## src/rtl/fetch_stage.sv

```systemverilog
// Instruction-fetch stage: owns the fetch PC, issues credit-limited requests to
// instruction memory, buffers responses and drives the IF/ID pipeline register.
module fetch_stage #(
    parameter logic [31:0] RESET_PC   = 32'h0000_0000,
    parameter int          FIFO_DEPTH = 2
) (
    input  logic        clk,
    input  logic        rst_n,
    output logic        imem_req_valid,
    input  logic        imem_req_ready,
    output logic [31:0] imem_req_addr,
    input  logic        imem_rsp_valid,
    input  logic [31:0] imem_rsp_data,
    input  logic        redirect,
    input  logic [31:0] redirect_pc,
    input  logic        stall_D,
    input  logic        flush_D,
    output logic [31:0] instruction_D,
    output logic [31:0] pc_D,
    output logic [31:0] pc_plus4_D,
    output logic        valid_D
);

    localparam int PTR_W = $clog2(FIFO_DEPTH);
    localparam int CNT_W = $clog2(FIFO_DEPTH + 1);
    localparam logic [CNT_W:0] DEPTH_C = (CNT_W + 1)'(FIFO_DEPTH);

    logic             active_q;
    logic [31:0]      pc_f_q, pc_f_d;
    logic [CNT_W-1:0] outst_q, outst_d;
    logic [CNT_W-1:0] discard_q, discard_d;
    logic [CNT_W-1:0] fifo_cnt_q, fifo_cnt_d;
    logic [PTR_W-1:0] fifo_rd_q, fifo_rd_d;
    logic [PTR_W-1:0] fifo_wr_q, fifo_wr_d;
    logic [PTR_W-1:0] pend_rd_q, pend_rd_d;
    logic [PTR_W-1:0] pend_wr_q, pend_wr_d;

    logic [31:0] id_instr_q, id_instr_d;
    logic [31:0] id_pc_q, id_pc_d;
    logic [31:0] id_pc4_q, id_pc4_d;
    logic        id_valid_q, id_valid_d;

    logic [FIFO_DEPTH-1:0][31:0] fifo_pc_w;
    logic [FIFO_DEPTH-1:0][31:0] fifo_data_w;
    logic [FIFO_DEPTH-1:0][31:0] pend_pc_w;

    logic [CNT_W:0] credit_used;
    logic           req_fire;
    logic           rsp_keep;
    logic           fifo_empty;
    logic           id_kill;
    logic           id_load;
    logic           fifo_pop;
    logic           fifo_push;
    logic           bypass;
    logic [31:0]    rsp_pc;

    // Every in-flight request plus every buffered entry holds one credit, so a
    // response always has a FIFO slot waiting for it.
    assign credit_used    = {1'b0, outst_q} + {1'b0, fifo_cnt_q};
    assign imem_req_valid = active_q && !redirect && (credit_used < DEPTH_C);
    assign imem_req_addr  = pc_f_q;
    assign req_fire       = imem_req_valid && imem_req_ready;

    assign rsp_keep   = imem_rsp_valid && (discard_q == '0);
    assign rsp_pc     = pend_pc_w[pend_rd_q];
    assign fifo_empty = (fifo_cnt_q == '0);

    assign id_kill   = redirect || flush_D;
    assign id_load   = !id_kill && !stall_D;
    assign fifo_pop  = id_load && !fifo_empty;
    assign bypass    = id_load && fifo_empty && rsp_keep;
    assign fifo_push = rsp_keep && !redirect && !bypass;

    always_comb begin
        pc_f_d     = pc_f_q;
        outst_d    = outst_q + CNT_W'(req_fire) - CNT_W'(imem_rsp_valid);
        discard_d  = discard_q;
        fifo_cnt_d = fifo_cnt_q;
        fifo_rd_d  = fifo_rd_q;
        fifo_wr_d  = fifo_wr_q;
        pend_rd_d  = pend_rd_q + PTR_W'(imem_rsp_valid);
        pend_wr_d  = pend_wr_q + PTR_W'(req_fire);

        if (redirect) begin
            pc_f_d     = redirect_pc & ~32'h0000_0003;
            // Whatever is still in flight after this cycle belongs to the old path.
            discard_d  = outst_q - CNT_W'(imem_rsp_valid);
            fifo_cnt_d = '0;
            fifo_rd_d  = '0;
            fifo_wr_d  = '0;
        end else begin
            if (req_fire) begin
                pc_f_d = pc_f_q + 32'd4;
            end
            if (imem_rsp_valid && (discard_q != '0)) begin
                discard_d = discard_q - CNT_W'(1);
            end
            fifo_cnt_d = fifo_cnt_q + CNT_W'(fifo_push) - CNT_W'(fifo_pop);
            fifo_rd_d  = fifo_rd_q + PTR_W'(fifo_pop);
            fifo_wr_d  = fifo_wr_q + PTR_W'(fifo_push);
        end
    end

    always_ff @(posedge clk or negedge rst_n) begin
        if (!rst_n) begin
            active_q   <= 1'b0;
            pc_f_q     <= RESET_PC;
            outst_q    <= '0;
            discard_q  <= '0;
            fifo_cnt_q <= '0;
            fifo_rd_q  <= '0;
            fifo_wr_q  <= '0;
            pend_rd_q  <= '0;
            pend_wr_q  <= '0;
        end else begin
            active_q   <= 1'b1;
            pc_f_q     <= pc_f_d;
            outst_q    <= outst_d;
            discard_q  <= discard_d;
            fifo_cnt_q <= fifo_cnt_d;
            fifo_rd_q  <= fifo_rd_d;
            fifo_wr_q  <= fifo_wr_d;
            pend_rd_q  <= pend_rd_d;
            pend_wr_q  <= pend_wr_d;
        end
    end

    // One slot of the prefetch FIFO and of the pending-PC queue per entry.
    genvar gi;
    generate
        for (gi = 0; gi < FIFO_DEPTH; gi++) begin : g_slot
            logic [31:0] fifo_pc_q;
            logic [31:0] fifo_data_q;
            logic [31:0] pend_pc_q;

            always_ff @(posedge clk or negedge rst_n) begin
                if (!rst_n) begin
                    fifo_pc_q   <= '0;
                    fifo_data_q <= '0;
                    pend_pc_q   <= '0;
                end else begin
                    if (fifo_push && (fifo_wr_q == PTR_W'(gi))) begin
                        fifo_pc_q   <= rsp_pc;
                        fifo_data_q <= imem_rsp_data;
                    end
                    if (req_fire && (pend_wr_q == PTR_W'(gi))) begin
                        pend_pc_q <= pc_f_q;
                    end
                end
            end

            assign fifo_pc_w[gi]   = fifo_pc_q;
            assign fifo_data_w[gi] = fifo_data_q;
            assign pend_pc_w[gi]   = pend_pc_q;
        end
    endgenerate

    // IF/ID register: kill beats stall, buffered entries beat the bypass path.
    always_comb begin
        id_instr_d = id_instr_q;
        id_pc_d    = id_pc_q;
        id_pc4_d   = id_pc4_q;
        id_valid_d = id_valid_q;
        if (id_kill) begin
            id_instr_d = '0;
            id_valid_d = 1'b0;
        end else if (!stall_D) begin
            if (fifo_pop) begin
                id_instr_d = fifo_data_w[fifo_rd_q];
                id_pc_d    = fifo_pc_w[fifo_rd_q];
                id_pc4_d   = fifo_pc_w[fifo_rd_q] + 32'd4;
                id_valid_d = 1'b1;
            end else if (bypass) begin
                id_instr_d = imem_rsp_data;
                id_pc_d    = rsp_pc;
                id_pc4_d   = rsp_pc + 32'd4;
                id_valid_d = 1'b1;
            end else begin
                id_instr_d = '0;
                id_valid_d = 1'b0;
            end
        end
    end

    always_ff @(posedge clk or negedge rst_n) begin
        if (!rst_n) begin
            id_instr_q <= '0;
            id_pc_q    <= '0;
            id_pc4_q   <= 32'd4;
            id_valid_q <= 1'b0;
        end else begin
            id_instr_q <= id_instr_d;
            id_pc_q    <= id_pc_d;
            id_pc4_q   <= id_pc4_d;
            id_valid_q <= id_valid_d;
        end
    end

    assign instruction_D = id_instr_q;
    assign pc_D          = id_pc_q;
    assign pc_plus4_D    = id_pc4_q;
    assign valid_D       = id_valid_q;

endmodule

```

## config.mk

```make
export PLATFORM = sky130hd
export DESIGN_NAME = fetch_stage
export DESIGN_NICKNAME = d
export VERILOG_FILES = /design/src/rtl/fetch_stage.sv
export SDC_FILE = /design/constraint.sdc
export NUM_CORES = 1
export LEC_CHECK = 0
export CORE_ASPECT_RATIO = 1.25
export CORE_MARGIN = 2
export CORE_UTILIZATION = 30
export CTS_BUF_LIST = sky130_fd_sc_hd__clkbuf_2 sky130_fd_sc_hd__clkbuf_4 sky130_fd_sc_hd__clkbuf_8
export DETAILED_ROUTE_END_ITERATION = 8
export DONT_BUFFER_PORTS = 1
export GPL_TIMING_DRIVEN = 0
export PLACE_DENSITY_LB_ADDON = 0.3
export SLEW_MARGIN = 20
export SYNTH_ARGS = -nofsm -noshare
export SYNTH_HDL_FRONTEND = slang
export SYNTH_SLANG_ARGS = --single-unit
```

## constraint.sdc

```tcl
create_clock -name clk -period 9.6 [get_ports clk]
set_input_delay 1.44 -clock clk [delete_from_list [all_inputs] [get_ports clk]]
set_output_delay 1.44 -clock clk [all_outputs]
set_load 0.005 [all_outputs]
```

== Yosys cells after proc, flatten, opt, wreduce, memory -nomap -nowiden ==
Index checks and enable logic that the tools add are counted.

* Output and inout bits: 130
* Bits in registers: 332
* Logic and storage cells: 94
* Input port bits: 71

* Mux-type cells: 25
* Add/sub/neg operators: 14
* Order comparisons: 3
* Bitwise logic cells: 4
* Equality and inequality tests: 1
* Reductions and logical operators: 28

{| class="wikitable"
|+ Operators with widths
! cell !! number
|-
| $mux W32 || 16
|-
| $add A32 B3 Y32 const B || 3
|-
| $logic_and A1 B1 Y1 || 15
|-
| $reduce_bool A2 Y1 || 4
|-
| $mux W1 || 6
|-
| $mux W2 || 3
|-
| $sub A2 B1 Y2 || 3
|-
| $logic_not A1 Y1 || 5
|-
| $add A1 B1 Y1 || 4
|-
| $add A2 B1 Y2 || 2
|-
| $logic_not A2 Y1 || 2
|-
| $lt A1 B2 Y1 const B || 2
|-
| $not A1 Y1 || 4
|-
| $add A2 B2 Y3 || 1
|-
| $lt A3 B2 Y1 const B || 1
|-
| $reduce_and A3 Y1 || 1
|-
| $ne A2 B1 Y1 const B || 1
|-
| $sub A2 B1 Y2 const B || 1
|-
| $logic_or A1 B1 Y1 || 1
|}

== Longest topological paths before layout ==
Gate-level depths: netlist (run 1).

* Depth after elaboration: 10
* Depth in mapped cells: 16

== Least setup slack after synthesis (run 1) ==
OpenSTA, ideal clock, no wires.

* Path kind: input-to-reg
* From: in flush_D
* To: reg id_pc4_q[30] (netlist: pc_plus4_D[30])
* Cell stages on the path: 15
* Path buffers: 3
* Data arrival time: 4.109 ns
* Slack: 5.409 ns
* Data required time: 9.518 ns
* Path through: nor3_1 nand2_2 clkbuf_1 clkbuf_1 clkbuf_1 a211oi_1 a21oi_1 ha_1 inv_1 nor2_1 a22oi_1 nor3_2 and2_1 a31o_2 a31oi_1

* Longest elaborated chain between the ends: 7

{| class="wikitable"
|+ RTL lines
! item !! RTL line !! RTL
|-
| from (decl) || 17 || <nowiki>input logic flush_D,</nowiki>
|-
| $logic_or A1 B1 Y1 (*) || 69 || <nowiki>assign id_kill = redirect || flush_D;</nowiki>
|-
| $logic_not A1 Y1 || 70 || <nowiki>assign id_load = !id_kill && !stall_D;</nowiki>
|-
| $logic_and A1 B1 Y1 || 70 ||
|-
| $logic_and A1 B1 Y1 (2 in a row) || 72 || <nowiki>assign bypass = id_load && fifo_empty && rsp_keep;</nowiki>
|-
| $reduce_bool A2 Y1 (no source line) || -- ||
|-
| $reduce_and A3 Y1 (no source line) || -- ||
|-
| to (signal assigned) || 195 || <nowiki>id_pc4_q <= id_pc4_d;</nowiki>
|-
| to (decl) || 40 || <nowiki>logic [31:0] id_pc4_q, id_pc4_d;</nowiki>
|}

Mark *: on every way between the ends. The rest lies on a longest branch, timed or not.
A chain may end at the register's enable or synchronous reset.

== Final worst setup path (run 1) ==
* From: reg fifo_rd_q
* To: reg id_pc4_q[24] (netlist: pc_plus4_D[24])

* Longest elaborated chain between the ends: 4

{| class="wikitable"
|+ RTL lines
! item !! RTL line !! RTL
|-
| from (decl) || 33 || <nowiki>logic [PTR_W-1:0] fifo_rd_q, fifo_rd_d;</nowiki>
|-
| from (signal assigned) || 122 || <nowiki>fifo_rd_q <= fifo_rd_d;</nowiki>
|-
| $mux W32 (implied by the code) (2 in a row) || 172 || <nowiki>id_pc4_d = fifo_pc_w[fifo_rd_q] + 32'd4;</nowiki>
|-
| $add A32 B3 Y32 || 172 ||
|-
| $mux W32 || 169 || <nowiki>if (fifo_pop) begin</nowiki>
|}

No other way between the ends. The select of a mux whose other input is x is not followed.

==> impl_metrics.csv, run 1 <==
group,metric,value,unit
run_status,status,"complete, no violations",
route,antenna_left,0,
timing,drv_slew,0,
setup_path,worstSetupEndpointType,"flop",
synthesis,ys_seq_area_frac,0.525,
synthesis,ys_ff_latch,318,
synthesis,yosys.area_share.adder,0.0112,
clocking,cts_tree,"built",
timing,final.setup_skew,46.1,ps
route,vias,11600,
floorplan,io_pins,201,
clocking,cts_hold_buffers,0,
synthesis,yosys_warnings,0,
route,avgViaCountPerCell,5.29,
floorplan,rows,92,
setup_path,endpoint,"pc_plus4_D[24]",
clocking,path_clk_slew,70,ps
grt,overflow,0,
setup_path,reg2reg_to,"pc_plus4_D[24]",
setup_path,required,10190,ps
timing,setup_violations,0,
timing,hold_violations,0,
synthesis,avgSynthCellArea,10.6,um^2
grt,grt_start_max_net_pins,319,
route,firstDrtPassIters,6,
setup_path,cp-startpoint,"fifo_rd_q",
layout,multi_input_area,6750,um^2
setup_path,crit_type,"reg -> reg",
route,routed_wl,48.3,mm
placement,dpl_worst_slack,3680,ps
grt,grt_usage,0.184,
synthesis,synthArstFlopShare,1.00,
clocking,cts.sinks,318,
floorplan,fp.dieH,255,um
job,drv_cap,0,
power,ir_worst_vdd,0.110,mV
timing,fin_setup_tns,0,ps
setup_path,startpoint_type,"flop",
synthesis,synth_xor_area_frac,0.0214,
synthesis,synth_area,15200,um^2
setup_path,timing.rr.start,"fifo_rd_q",
setup_path,rr_worst_depth,16,
floorplan,initial_core_util,0.302,
timing,timing.final.crit_share,0.561,
layout,drive_gt1_frac,0.174,
timing,slew_headroom,0.347,
setup_path,arrival,5970,ps
layout,fin_nets,1581,
timing,fmax,186,MHz
layout,final_common_cell,"dfrtp_1",
layout,area_growth,13.6,%
route,drt_iter0_markers,732,
timing,worstMarginPinSlew,971,ps
setup_path,cp_max_fo,10,
synthesis,synth-simple-area-share,0.138,
synthesis,synth_edf_count,0,
synthesis,ys.flop_type,"dfrtp_1",
timing,timing.final.crit_period,5390,ps
power,power_density,281,nW/um^2
clocking,htreeDepth,2,
setup_path,rrSetupSlack,4210,ps
floorplan,die-area,52400,um^2
floorplan,die_w,205,um
floorplan,design.core.area,50200,um^2
worst_hold_path,whs_path_depth,2,
timing,rsz0062_at_grt,"no",
synthesis,netlist_instances,1434,
clocking,clk_path_buf_depth,3,
clocking,clk_latency,660,ps
placement,dp_hpwl,35.0,mm
layout,seq_area,7960,um^2
layout,final_cell_mix,"dfrtp_1, nand2_1, nor2_1",
synthesis,synth_top_family_by_area,"multiplexers",
route,remaining_drc_errors,0,
synthesis,synth_compound_area_frac,0.122,
clocking,post_cts_buffers,0,
grt,antenna_found_initial,2,
power,cellLeakagePower,0.00742,uW
synthesis,ys_types,61,
clocking,cts_buffers,55,
layout,fill_cells,5218,
timing,finalWorstSetupSlack,4210,ps
clocking,post_cts_resized,0,
synthesis,synth.area.mux_share,0.151,
placement,gp_congestion,0.873,
route,wire_per_inst,22.0,um
grt,grt_pass1_wl,73.8,mm
placement,portBuffers,0,
clocking,clockRootBuffer,"clkbuf_8",
worst_hold_path,min_path_type,"reg -> reg",
grt,grt_pass1_vias,12000,
## flip-flops by register name (all words and copies together), names as in the netlist
name and flops:
g_slot.fifo_pc_q 60, instruction_D 32, pend_rd_q 1, g_slot.fifo_data_q 64, g_slot.pend_pc_q 60, valid_D 1, fifo_wr_q 1, pc_plus4_D 30
discard_q 2, outst_q 2, fifo_rd_q 1, imem_req_addr 30, fifo_cnt_q 2, pend_wr_q 1, pc_D 30, active_q 1
## per-layer routing
| layer | up-vias | routed length, um | global-route usage |
|---|---|---|---|
| met1 | 5881 | 20500 | 0.238 |
| met5 | - | 0 | 0 |
| met4 | 0 | 1670 | 0.0707 |
| met2 | 389 | 23000 | 0.300 |
| met3 | 105 | 3190 | 0.0399 |
| li1 | 5241 | - | - |
## critical path: stages, from the launching register on
cell and delay (ps):
dfrtp_1 320, buf_2 230, buf_2 340, buf_2 320, clkbuf_1 500, clkbuf_1 630
buf_2 500, a211oi_1 130, a21oi_1 310, ha_1 300, inv_1 80, nor2_1 100
a22oi_1 170, nor4_1 860, nand3_1 210, xnor2_1 170, o21ai_0 150
## metrics by stage
stage | utilization | hold WS (ps) | cells | area, um^2 | power [uW]
2_1_floorplan | - | 463 | 1439 | 15200 | 3050
3_3_place_gp | 0.319 | 481 | 2097 | 16000 | 3470
3_5_place_dp | 0.319 | 488 | 2098 | 16000 | 3520
4_1_cts | 0.343 | 450 | 2194 | 17200 | 4880
5_1_grt | 0.343 | 449 | 2196 | 17200 | 5150
6_report | 0.343 | 492 | 2196 | 17200 | 4850
## final cells by class
cell class	count	area share
flip-flops and latches	318	0.462
multi-input cells	1006	0.392
clock buffers	88	0.0652
well taps	658	0.0478
plain buffers	99	0.0248
clock inverters	8	0.00421
inverters	16	0.00349
repair buffers	1	0.000436
diodes	2	0.000291
## worst min path at each step
stage                        start                      end  slack [ps]
after floorplan           pc_D[10]                 pc_D[10]         460
after global placement    pc_D[23]                 pc_D[23]         480
after detailed placement  pc_D[29]                 pc_D[29]         490
after CTS                    rst_n  g_slot[1].fifo_pc_q[24]         450
after global routing         rst_n        instruction_D[30]         450
final                     pc_D[29]                 pc_D[29]         490
## synth_stat cells (all sizes together) (3+ instances only)
library cell,n,area share
nor3b,4,0.0020
nor3,8,0.0030
xnor2,22,0.013
or3,4,0.0020
o21ai,70,0.023
a32oi,3,0.0017
o311ai,9,0.0052
nand4b,6,0.0035
mux2,132,0.098
a21oi,96,0.032
and2,6,0.0025
nor2b,19,0.0078
nand3b,10,0.0049
inv,16,0.0040
and3,8,0.0033
xor2,15,0.0087
ha,12,0.0099
nand2b,6,0.0025
a22oi,5,0.0028
o211ai,9,0.0045
mux2i,80,0.053
nand3,38,0.013
nand2,167,0.041
clkbuf,63,0.016
o22ai,3,0.0012
a31oi,9,0.0037
a221o,42,0.028
buf,36,0.013
nor2,146,0.036
nand4,19,0.0078
nor4,7,0.0039
dfrtp,317,0.52
a211oi,24,0.013
## kinds of logic after synthesis
| family | after synthesis |
|---|---|
| buffers and inverters | 115 |
| DFF | 318 |
| and+or+nand+nor | 454 |
| adders and majority gates | 13 |
| muxes | 212 |
| xor gates and xnor gates | 37 |
| other | 2 |
| AOI/OAI and AO/OA | 283 |
## power breakdown
group / switching [uW] / internal (uW) / total [uW]
registers: 390 / 1800 / 2190
logic: 747 / 570 / 1320
clock network: 575 / 764 / 1340
Note: power is estimated with default switching activity, not from simulation.
==> run 2: changes to the inputs <==
- clock period: 9.6 -> 5 ns (I/O delays scaled with it)
==> impl_metrics.csv, run 2 (synthesis gave the netlist of run 1 again) <==
group,metric,value,unit
route,antenna_left,0,
route,remaining_drc_errors,0,
grt,grt_pass1_wl,73.8,mm
run_status,status,"finished with violations",
layout,top_register,"g_slot.fifo_data_q",
layout,area_growth,13.6,%
floorplan,initial_core_util,0.302,
clocking,cts_tree,"built",
setup_path,cp-startpoint,"fifo_cnt_q[1]",
run_status,violations,"hold timing",
clocking,cts.sinks,318,
grt,overflow,0,
timing,timing.final.crit_share,0.955,
layout,drive_gt1_frac,0.177,
grt,grt_start_max_net_pins,319,
route,drt_iter0_markers,751,
setup_path,crit_type,"reg -> reg",
timing,timing.final.crit_period,4780,ps
layout,reg_top3,"g_slot.fifo_data_q (64), g_slot.fifo_pc_q (60), g_slot.pend_pc_q (60)",
timing,rsz0062_at_grt,"no",
timing,fin_hold_ws,-180,ps
clocking,cts_buffers,55,
placement,dp_hpwl,35.0,mm
timing,fmax,209,MHz
floorplan,rows,92,
power,total_power,9300,uW
clocking,htreeDepth,2,
floorplan,fp.dieH,255,um
setup_path,arrival,5360,ps
layout,largest_reg_flops,64,
route,wire_per_inst,21.9,um
setup_path,timing.rr.start,"fifo_cnt_q[1]",
setup_path,cp_max_fo,10,
timing,setup_violations,0,
job,drv_cap,0,
setup_path,worstSetupEndpointType,"flop",
placement,gp_congestion,0.873,
clocking,clockRootBuffer,"clkbuf_8",
setup_path,startpoint_type,"flop",
layout,final_common_cell,"dfrtp_1",
setup_path,cp_num_buf_inv,4,
grt,grt_usage,0.184,
setup_path,slowest_stage,"buf_1",
floorplan,design.core.area,50200,um^2
worst_hold_path,min_path_type,"in -> async",
floorplan,die_w,205,um
clocking,clk_path_buf_depth,3,
timing,drv_slew,0,
power,cellLeakagePower,0.00743,uW
setup_path,max_stage_delay,560,ps
power,power_density,540,nW/um^2
route,vias,11600,
route,firstDrtPassIters,5,
layout,fin_nets,1580,
setup_path,crit_chain,"or2_2, nand2_2, clkbuf_1, buf_1, clkbuf_2, a211oi_1, a21oi_1, ha_1, inv_1, nor2_1, a22oi_1, nor3_2, and2_1, nand4_1, a31oi_1",
route,routed_wl,48.2,mm
setup_path,crit_family,"simple AND/OR/NAND/NOR gates",
timing,worstMarginPinSlew,961,ps
grt,antenna_found_initial,2,
timing,slew_headroom,0.354,
layout,final_core_util,0.343,
floorplan,io_pins,201,
timing,hold_violations,262,
grt,grt_pass1_vias,12000,
placement,portBuffers,0,
layout,final_cell_mix,"dfrtp_1, nand2_1, nor2_1",
floorplan,die-area,52400,um^2
timing,final.setup_skew,44.2,ps
setup_path,required,5580,ps
clocking,clk_latency,660,ps
clocking,path_clk_slew,60,ps
power,ir_worst_vdd,0.212,mV
route,avgViaCountPerCell,5.29,
-- run 2: changes by cell type in the layout (fill, tap and decap cells not counted) --
cell / before / now
nor4_1: 6 / 5
clkbuf_2: 1 / 3
clkbuf_1: 62 / 58
buf_1: 11 / 12
nor4_2: 0 / 1
-- run 2: path summary, 6_finish.rpt --
check | end | slack [ps] | cells past startpoint
setup / recovery | pc_plus4_D[30] | 220 | 15
setup reg to reg | pc_plus4_D[30] | 220 | 15
hold / removal | instruction_D[30] | -180 | 0
min in group clk | pend_rd_q | 190 | 1
max in group asynchronous | imem_req_addr[30] | 4400 | 0
hold reg to reg | pc_D[29] | 490 | 2
-- run 2: per-layer routing --
layer | track usage | share of wire
met3 | 0.0399 | 0.066
met1 | 0.239 | 0.42
met4 | 0.0707 | 0.036
met5 | 0 | 0
met2 | 0.300 | 0.47
-- run 2: area by class of cell --
type	count	area (um^2)
Fill cell	5216	33000
Sequential cell	318	7960
Multi-Input combinational cell	1006	6750
Clock buffer	88	1120
Tap cell	658	823
Buffer	98	427
Clock inverter	8	72.6
Inverter	16	60.1
Timing Repair Buffer	1	7.51
Antenna cell	2	5.00
-- run 2: where the power goes --
part / internal, uW / switching, uW / total (uW)
logic: 1090 / 1430 / 2530
registers: 3460 / 746 / 4200
clock network: 1470 / 1100 / 2570
-- run 2: per-stage QoR --
step	instances	TNS, ps	setup WS [ps]	area, um^2
after floorplan	1439	0	1500	15200
after global placement	2097	-1470	-415	16000
after detailed placement	2098	-907	-350	16000
after CTS	2194	0	73.5	17200
after global routing	2195	0	0.565	17200
final	2195	0	223	17200
-- run 2: what timing repair did --
| item | CTS | global route |
|---|---|---|
| cloned | 0 | 0 |
| endpoints found under the hold margin | 318 | 317 |
| gates resized for setup | 2 | 3 |
| buffers inserted | 0 | 0 |
| setup endpoints to repair | 8 | 9 |
